`src/rtl/if_stage_ctrl.sv`:
```
// ----------------------------------------------------------------------------
// if_stage_ctrl
//
// Instruction-fetch stage controller. Owns the program counter and the IF/ID
// pipeline register, issues one instruction-memory request at a time over a
// variable-latency request/response port, obeys load-use stall requests from
// the hazard unit and takes branch redirects from EX.
//
// Optional feature (compile-time macro IF_STALL_CNT_EN):
//   When defined, adds output stall_cnt, a wrapping 32-bit count of cycles in
//   which the stage was stalled (advance low) without a branch redirect.
//
// Ports:
//   clk            in   clock, rising edge
//   rst_n          in   asynchronous active-low reset
//   pc_write       in   0 = hold PC (hazard stall)
//   ifid_write     in   0 = hold IF/ID (hazard stall)
//   branch_taken   in   single-cycle redirect pulse from EX
//   branch_target  in   redirect address, bits [1:0] ignored
//   imem_req       out  fetch request strobe, one cycle per fetch
//   imem_addr      out  fetch address, valid while imem_req is high
//   imem_valid     in   fetch response strobe
//   imem_rdata     in   fetched instruction, valid with imem_valid
//   ifid_pc        out  PC of the instruction held in IF/ID
//   ifid_instr     out  instruction held in IF/ID (rs1/rs2 fields feed hazard unit)
//   ifid_valid     out  IF/ID holds a real instruction
//   fetch_busy     out  a request is outstanding
//   stall_cnt      out  stall cycle counter (IF_STALL_CNT_EN only)
// ----------------------------------------------------------------------------
module if_stage_ctrl #(
    parameter int unsigned     XLEN      = 32,
    parameter logic [XLEN-1:0] RESET_PC  = '0,
    parameter logic [31:0]     NOP_INSTR = 32'h0000_0013
) (
    input  logic            clk,
    input  logic            rst_n,

    // Hazard unit / EX
    input  logic            pc_write,
    input  logic            ifid_write,
    input  logic            branch_taken,
    input  logic [XLEN-1:0] branch_target,

    // Instruction memory
    output logic            imem_req,
    output logic [XLEN-1:0] imem_addr,
    input  logic            imem_valid,
    input  logic [31:0]     imem_rdata,

    // IF/ID register
    output logic [XLEN-1:0] ifid_pc,
    output logic [31:0]     ifid_instr,
    output logic            ifid_valid,

    output logic            fetch_busy
`ifdef IF_STALL_CNT_EN
    ,
    output logic [31:0]     stall_cnt
`endif
);

    // ------------------------------------------------------------------------
    // Types and state
    // ------------------------------------------------------------------------
    typedef enum logic [1:0] {
        StReq  = 2'd0,  // issue a request for pc
        StWait = 2'd1,  // request outstanding, waiting for the response
        StHold = 2'd2   // response captured during a stall, waiting to advance
    } state_e;

    state_e            state_q, state_d;
    logic [XLEN-1:0]   pc_q, pc_d;
    logic              squash_q, squash_d;
    logic [31:0]       hold_buf_q, hold_buf_d;
    logic [XLEN-1:0]   ifid_pc_q, ifid_pc_d;
    logic [31:0]       ifid_instr_q, ifid_instr_d;
    logic              ifid_valid_q, ifid_valid_d;

    logic              advance;
    logic [XLEN-1:0]   pc_inc;
    logic [XLEN-1:0]   redirect_pc;

    // Low address bits of the target are architecturally zero for 32-bit
    // instructions; they are dropped on purpose.
    logic              unused_target_lsb;
    assign unused_target_lsb = ^branch_target[1:0];

    assign advance     = pc_write & ifid_write;
    assign pc_inc      = pc_q + XLEN'(4);  // wraps modulo 2^XLEN
    assign redirect_pc = {branch_target[XLEN-1:2], 2'b00};

    // ------------------------------------------------------------------------
    // Next-state logic
    // ------------------------------------------------------------------------
    always_comb begin
        state_d      = state_q;
        pc_d         = pc_q;
        squash_d     = squash_q;
        hold_buf_d   = hold_buf_q;
        ifid_pc_d    = ifid_pc_q;
        ifid_instr_d = ifid_instr_q;
        ifid_valid_d = ifid_valid_q;

        if (branch_taken) begin
            // Redirect wins over everything, including a stall. IF/ID gets a
            // bubble and any held instruction is abandoned.
            pc_d         = redirect_pc;
            ifid_instr_d = NOP_INSTR;
            ifid_valid_d = 1'b0;

            unique case (state_q)
                StReq: begin
                    // The request issued this cycle is for the wrong path;
                    // its response must be thrown away.
                    state_d  = StWait;
                    squash_d = 1'b1;
                end
                StWait: begin
                    if (imem_valid) begin
                        // Stale response arrives now: drop it and refetch.
                        state_d  = StReq;
                        squash_d = 1'b0;
                    end else begin
                        // Still one response in flight; it will be dropped.
                        // Repeated redirects keep squash at 1, so exactly one
                        // response is discarded.
                        state_d  = StWait;
                        squash_d = 1'b1;
                    end
                end
                StHold: begin
                    state_d = StReq;
                end
                default: begin
                    state_d = StReq;
                end
            endcase
        end else begin
            unique case (state_q)
                StReq: begin
                    state_d = StWait;
                    if (advance) begin
                        ifid_instr_d = NOP_INSTR;
                        ifid_valid_d = 1'b0;
                    end
                end

                StWait: begin
                    if (!imem_valid) begin
                        if (advance) begin
                            ifid_instr_d = NOP_INSTR;
                            ifid_valid_d = 1'b0;
                        end
                    end else if (squash_q) begin
                        // Wrong-path response: discard, fetch from the new pc.
                        squash_d = 1'b0;
                        state_d  = StReq;
                        if (advance) begin
                            ifid_instr_d = NOP_INSTR;
                            ifid_valid_d = 1'b0;
                        end
                    end else if (advance) begin
                        ifid_pc_d    = pc_q;
                        ifid_instr_d = imem_rdata;
                        ifid_valid_d = 1'b1;
                        pc_d         = pc_inc;
                        state_d      = StReq;
                    end else begin
                        // Decode is stalled: park the instruction until it can
                        // move into IF/ID.
                        hold_buf_d = imem_rdata;
                        state_d    = StHold;
                    end
                end

                StHold: begin
                    if (advance) begin
                        ifid_pc_d    = pc_q;
                        ifid_instr_d = hold_buf_q;
                        ifid_valid_d = 1'b1;
                        pc_d         = pc_inc;
                        state_d      = StReq;
                    end
                end

                default: begin
                    state_d = StReq;
                end
            endcase
        end
    end

    // ------------------------------------------------------------------------
    // State registers
    // ------------------------------------------------------------------------
    always_ff @(posedge clk or negedge rst_n) begin
        if (!rst_n) begin
            state_q      <= StReq;
            pc_q         <= RESET_PC;
            squash_q     <= 1'b0;
            hold_buf_q   <= NOP_INSTR;
            ifid_pc_q    <= '0;
            ifid_instr_q <= NOP_INSTR;
            ifid_valid_q <= 1'b0;
        end else begin
            state_q      <= state_d;
            pc_q         <= pc_d;
            squash_q     <= squash_d;
            hold_buf_q   <= hold_buf_d;
            ifid_pc_q    <= ifid_pc_d;
            ifid_instr_q <= ifid_instr_d;
            ifid_valid_q <= ifid_valid_d;
        end
    end

    // ------------------------------------------------------------------------
    // Outputs
    // ------------------------------------------------------------------------
    // The state resets to StReq so that the first fetch goes out on the first
    // cycle after release; the request strobe itself must stay low while reset
    // is held, hence the gating.
    assign imem_req   = rst_n & (state_q == StReq);
    assign imem_addr  = pc_q;
    assign fetch_busy = (state_q == StWait);

    assign ifid_pc    = ifid_pc_q;
    assign ifid_instr = ifid_instr_q;
    assign ifid_valid = ifid_valid_q;

`ifdef IF_STALL_CNT_EN
    logic [31:0] stall_cnt_q;

    always_ff @(posedge clk or negedge rst_n) begin
        if (!rst_n) begin
            stall_cnt_q <= '0;
        end else if (!advance && !branch_taken) begin
            stall_cnt_q <= stall_cnt_q + 32'd1;
        end
    end

    assign stall_cnt = stall_cnt_q;
`endif

endmodule

```
`config.mk`:
```
export PLATFORM = sky130hd
export DESIGN_NAME = if_stage_ctrl
export DESIGN_NICKNAME = d
export VERILOG_FILES = /design/src/rtl/if_stage_ctrl.sv
export SDC_FILE = /design/constraint.sdc
export NUM_CORES = 1
export LEC_CHECK = 0
export ABC_CLOCK_PERIOD_IN_PS = 3200
export BUFFER_PORTS_ARGS = -buffer_cell sky130_fd_sc_hd__buf_2
export CORE_UTILIZATION = 30
export CTS_BUF_LIST = sky130_fd_sc_hd__clkbuf_16
export DETAILED_ROUTE_END_ITERATION = 8
export GPL_ROUTABILITY_DRIVEN = 0
export PLACE_DENSITY = 0.56
export REMOVE_ABC_BUFFERS = 1
export SKIP_LAST_GASP = 1
export SLEW_MARGIN = 20
export SYNTH_ARGS = -nofsm -noshare
export SYNTH_HDL_FRONTEND = slang
export SYNTH_SLANG_ARGS = --single-unit
```
`constraint.sdc`:
```
create_clock -name clk -period 3.2 [get_ports clk]
set_clock_uncertainty 0.05 [all_clocks]
set_input_delay 0.16 -clock clk [delete_from_list [all_inputs] [get_ports clk]]
set_output_delay 0.16 -clock clk [all_outputs]
set_load 0.05 [all_outputs]
```
-- After elaboration in Yosys (flattened, before gate mapping)
Index checks and enable logic that the tools add are counted.
- register bits: 132
- bits in latches: 0
- memory bits (writable): 0
- ROM bits: 0
- input port bits: 70
- output and inout port bits: 99
- logic and storage cells: 69
- memories kept: 0
- add/sub/neg operators: 1
- multiply operators: 0
- divide/modulo/power cells: 0
- magnitude comparators: 0
- equal/unequal tests: 8
- shifts and indexed selects: 0
- mux-type cells: 35
- bitwise gates (word level): 5
- reduce and logical (&&, ||, !) cells: 13
- operators with widths (operator ; number):
    2-to-1 mux 32 bit ; 13
    one-hot mux 32 bit (2 select lines) ; 2
    one-hot mux 32 bit (3 select lines) ; 1
    adder 32 x 3 -> 32 bit (second input constant) ; 1
    2-to-1 mux 1 bit ; 10
    2-to-1 mux 2 bit ; 5
    inequality test 3 bit (second input constant) ; 3
    AND reduction 3 bit ; 3
    nonzero test 2 bit ; 4
    one-hot mux 2 bit (3 select lines) ; 1
    inequality test 5 x 3 -> 1 bit (second input constant) ; 1
    AND reduction 5 bit ; 1
    inequality test 2 bit (second input constant) ; 2
    one-hot mux 1 bit (2 select lines) ; 2
    AND reduction 4 bit ; 1
    nonzero test 4 bit ; 1
    NOT 1 bit ; 3
    one-hot mux 1 bit (3 select lines) ; 1
    nonzero test 3 bit ; 1
    AND 1 bit ; 2
    == test 2 x 1 -> 1 bit (second input constant) ; 1
    == test 2 bit (second input constant) ; 1
    zero test 2 bit ; 1
    AND reduction 2 bit ; 1

-- Depth between registers and ports, before layout
- depth after elaboration: 6
- depth in mapped cells: 10
- mapped depth without buffers: 6

-- Worst setup path after synthesis
Ideal clock, no wire load.
- path type: flip-flop to flip-flop
- start point: register state_q[1]
- end point: register pc_q[11], in the netlist imem_addr[11]
- library setup time: 0.082 ns
- arrival: 2.507 ns
- required time: 3.068 ns
- slack: 0.561 ns
- stages on the path, launching flop included: 9
- path buffers: 2
- clock period less this slack: 2.639 ns
- cells stage by stage: dfrtp_1 -> inv_1 -> ha_1 -> buf_2 -> nand3b_2 -> a2111o_1 -> clkbuf_1 -> or3_2 -> a31oi_1
- cells in the longest elaborated chain, start to end: 3
- elaborated cells on any way between the ends: 8
- classes of those cells: eq/ne (4); mux (2); reduce/logical (2)
- RTL lines (what ; line ; source):
    from (decl) ; 71 ; state_e state_q, state_d;
    from (signal assigned) ; 198 ; state_q <= StReq;
    from (signal assigned) ; 206 ; state_q <= state_d;
    == test 2 x 1 -> 1 bit * ; n/a ;
    via fetch_busy ; 55 ; output logic fetch_busy
    inequality test 3 bit (no line) (tied with other cells) ; n/a ;
    AND reduction 3 bit (no line) / 2-to-1 mux 32 bit (equally long branches) ; n/a ;
    to (signal assigned) ; 207 ; pc_q <= pc_d;
    to (decl) ; 72 ; logic [XLEN-1:0] pc_q, pc_d;
Mark *: on every way through the listed nets, which the timed path passes. The rest lies on a longest branch.
A chain may end at the register's enable or synchronous reset.

-- Worst setup path in the final report
- start point: register state_q[1]
- end point: register pc_q[31], in the netlist imem_addr[31]
- cells in the longest elaborated chain, start to end: 3
- elaborated cells on any way between the ends: 8
- classes of those cells: eq/ne (4); mux (2); reduce/logical (2)
- RTL lines (what ; line ; source):
    == test 2 x 1 -> 1 bit / == test 2 bit (equally long branches) ; 139 ; unique case (state_q)
    inequality test 3 bit (no line) (tied with other cells) ; n/a ;
    AND reduction 3 bit (no line) / 2-to-1 mux 32 bit (equally long branches) ; n/a ;
Several ways; a longest one is shown, not always the timed one.

==> flow_summary.rst <==
.. list-table::
   :header-rows: 1

   * - Metric
     - Value
   * - Number of routed nets with antenna violations
     - 0
   * - Reg area
     - 3210 um^2
   * - Yosys top cell by area
     - sky130_fd_sc_hd__dfrtp_1
   * - Worst min path class
     - in -> reg
   * - Routed wirelength normalized by instance count
     - approximately 17 um
   * - Setup violation total in the final timing report
     - 0
   * - Reg-to-reg setup timing slack
     - around 0.54 ns
   * - Fraction of final layout cells with drive strength greater than 1
     - between 30% and 40%
   * - Input/output buffers
     - 162
   * - Number of DRC markers in iteration 0
     - ~200
   * - Mean Syn Cell Area
     - between 10 and 15 um^2
   * - Worst-Margin Slew
     - between 0.7 and 0.8 ns
   * - Die ar.
     - 20500 um^2
   * - GRT Util Overall
     - around 17%
   * - IO Count
     - 169
   * - Unique cell type count in the Yosys netlist
     - 56
   * - Largest net degree at the start of global routing
     - 93
   * - F_max
     - around 0.38 GHz
   * - Maximum root-to-sink buffer count
     - 2
   * - Crit path max fanout
     - 25
   * - Ys async rst share
     - 100%
   * - Number of global-route vias before repair
     - about 5000
   * - Fraction of the core area covered by cells at the end of the flow
     - a little over two fifths
   * - Number of gates resized after CTS
     - 0
   * - Antenna violations before repair
     - 1
   * - Area used by multi-input combinational logic
     - ~2500 um^2
   * - Number of clock sinks
     - between 100 and 150
   * - Max capacitance violation total
     - 0
   * - Width of the die
     - ~140 um
   * - Cell Count Post-Placement
     - 910
   * - Height of the chip
     - roughly 140 um
   * - Critical Path RT
     - 3.49 ns
   * - Pwr per Cell Area
     - 842 nW/um^2
   * - Number of instances on the worst hold path
     - 3
   * - Setup repair after global routing missed its margin
     - false
   * - Synth-to-layout area growth
     - 38.3%
   * - Filler cell count in the final layout
     - approximately 1900
   * - Total vias in the final route
     - approximately 5100
   * - Critical path startpoint category
     - flip-flop
   * - Result of the run
     - complete, no violations
   * - Final critical delay including setup and external delays
     - 2.66 ns
   * - Nets@finish
     - between 800 and 900
   * - Worst-Skew Late Latency
     - 0.42 ns
   * - Post-route DRC
     - 0
   * - Top FF cell, synth
     - sky130_fd_sc_hd__dfrtp_1
   * - Placed wire-length estimate
     - roughly 11 mm
   * - Final period utilization
     - just over 80%
   * - Total negative setup slack
     - 0 ns
   * - Core Region
     - 19500 um^2
   * - Clock root buffer master
     - sky130_fd_sc_hd__clkbuf_16
   * - Post-CTS clock slew at the launch and capture registers of the worst setup and hold paths
     - ~0.060 ns
   * - Number of clock buffers inserted by TritonCTS
     - 17
   * - Ranking of synthesized cells by instance count
     - sky130_fd_sc_hd__dfrtp_1 (122), sky130_fd_sc_hd__mux2_2 (64), sky130_fd_sc_hd__a22oi_1 (32)
   * - Global-route wire length before repair
     - between 20 and 30 mm
   * - Max rail drop VDD
     - between 400 and 500 uV
   * - Crit path arrival time
     - between 2 and 3 ns
   * - Total length of routed wires
     - roughly 17 mm
   * - Crit Path Category
     - reg -> reg
   * - Post-CTS Hold Buffers
     - between 60 and 70
   * - Yosys warnings
     - 0
   * - FF+latch count, synth
     - ~130
   * - Fraction of synthesized cell area taken by the top area cell type
     - a little over 50%
   * - Cells after synthesis
     - roughly 500
   * - Final hold vios
     - 0
   * - Number of search-and-repair iterations in the first detailed-routing pass
     - 4
   * - TritonCTS clock tree
     - built
   * - Post-DR vias/cell
     - between 5 and 6
   * - Setup crit end kind
     - flip-flop
   * - Number of flops mapped to enable cells by yosys
     - 0
   * - Cell types occupying the most area after synthesis
     - sky130_fd_sc_hd__dfrtp_1 (51%), sky130_fd_sc_hd__mux2_2 (12%), sky130_fd_sc_hd__o2bb2ai_1 (4.2%)
   * - Number of buffers inserted to repair setup after CTS
     - 0
   * - Slack of the critical path
     - 0.538 ns
   * - GRT Residual Overflow
     - 0
   * - Worst Setup Slack post-DPL
     - around 0.5 ns
   * - Count of non-filler cells in the finished layout
     - 1007
   * - Worst-case headroom to the max-slew limit
     - 51.5%
   * - Initial standard-cell utilization of the core
     - 30.6%
   * - Share of synthesized area occupied by flip-flops and latches
     - around 54%
   * - Most repeated cell in the gate-level netlist after synthesis
     - sky130_fd_sc_hd__dfrtp_1
   * - Final max-slew violation count
     - 0
   * - Reg2reg path depth
     - 6
   * - Leakage component of the power
     - between 3 and 4 nW
   * - Number of cell rows
     - 51
   * - Netlist area before placement
     - between 5000 and 6000 um^2
   * - Maximum level of the CTS H-tree
     - 4
[routing by layer]
metal / global-route usage (%) / up-vias / routed length, um
met5: 0 / - / 0
met4: 4.75 / 0 / 161
li1: - / 2381 / -
met1: 20.6 / 2499 / 7240
met2: 28.5 / 176 / 8050
met3: 5.60 / 13 / 1210
[critical path: stages, from the launching register on]
cell and delay (ns):
sky130_fd_sc_hd__dfrtp_1 0.40, sky130_fd_sc_hd__inv_1 0.09, sky130_fd_sc_hd__ha_1 0.38, sky130_fd_sc_hd__nand3b_2 0.21, sky130_fd_sc_hd__a2111o_1 0.70, sky130_fd_sc_hd__or4_1 0.56, sky130_fd_sc_hd__a31oi_1 0.17
[placed cells by master, fill, tap and decap left out, drive strengths merged, types with 7 or more instances in the layout]
master,count
buf,173
dfrtp,122
mux2,64
dlygate4sd3,64
a22oi,32
o2bb2ai,29
nand2,22
nor2,19
a31oi,18
clkbuf,17
nand3,17
or4,15
o21ai,15
inv,12
o31ai,10
o211ai,9
a21oi,8
nand4,8
clkinv,7
[layout make-up]
class / count / area share [%]
flip-flops and latches: 128 / 38.8
multi-input cells: 335 / 30.6
repair buffers: 237 / 18.9
clock buffers: 17 / 5.15
well taps: 265 / 4.01
clock inverters: 15 / 2.04
inverters: 9 / 0.409
diodes: 1 / 0.0303
[cell families (layout without fill, tap and decap cells)]
kind of cell             Yosys count  count (layout)  share of synthesized area, %
AND/OR/NAND/NOR                  114             114                          10.8
buffers and inverters             49             278                          4.12
flip-flops                       128             128                          53.7
multiplexers                      65              65                          12.2
other                              1               5                        0.0627
AO/OA/AOI/OAI                    142             142                          17.4
XOR/XNOR                           6               6                         0.879
adder cells (fa/ha/maj)            4               4                         0.837
[sequential cells by signal, summed over array words and instances, names as in the netlist]
name        flops
hold_buf_q     32
ifid_instr     32
ifid_pc        30
imem_addr      30
state_q         2
ifid_valid      1
squash_q        1
[path summary, 6_finish.rpt]
kind                                              end                        from
max                         imem_addr[31]$_DFFE_PN0P_      state_q[1]$_DFFE_PN0P_
min                          imem_addr[8]$_DFFE_PN0P_                branch_taken
max reg2reg                 imem_addr[31]$_DFFE_PN0P_      state_q[1]$_DFFE_PN0P_
min reg2reg                ifid_instr[16]$_DFFE_PN0P_  ifid_instr[16]$_DFFE_PN0P_
max in group asynchronous   hold_buf_q[4]$_DFFE_PN1P_                       rst_n
min in group asynchronous      ifid_pc[5]$_DFFE_PN0P_                       rst_n
[through the flow]
| step | cell area (um^2) | power (mW) | hold WS (ns) |
|---|---|---|---|
| floorplan | 5780 | 4.26 | -0.186 |
| global placement | 7030 | 4.89 | 0.117 |
| detailed placement | 7030 | 4.98 | 0.125 |
| CTS | 8260 | 7.02 | 0.0729 |
| global route | 8270 | 7.34 | 0.118 |
| finish | 8270 | 6.96 | 0.0762 |
[power by group]
| part | internal [mW] | switching [mW] | total [mW] |
|---|---|---|---|
| Combinational | 0.811 | 1.75 | 2.56 |
| Sequential | 2.14 | 0.305 | 2.44 |
| Clock | 1.22 | 0.740 | 1.96 |
| Total | 4.17 | 2.80 | 6.96 |
No activity file was read; power rests on OpenSTA's default activity.
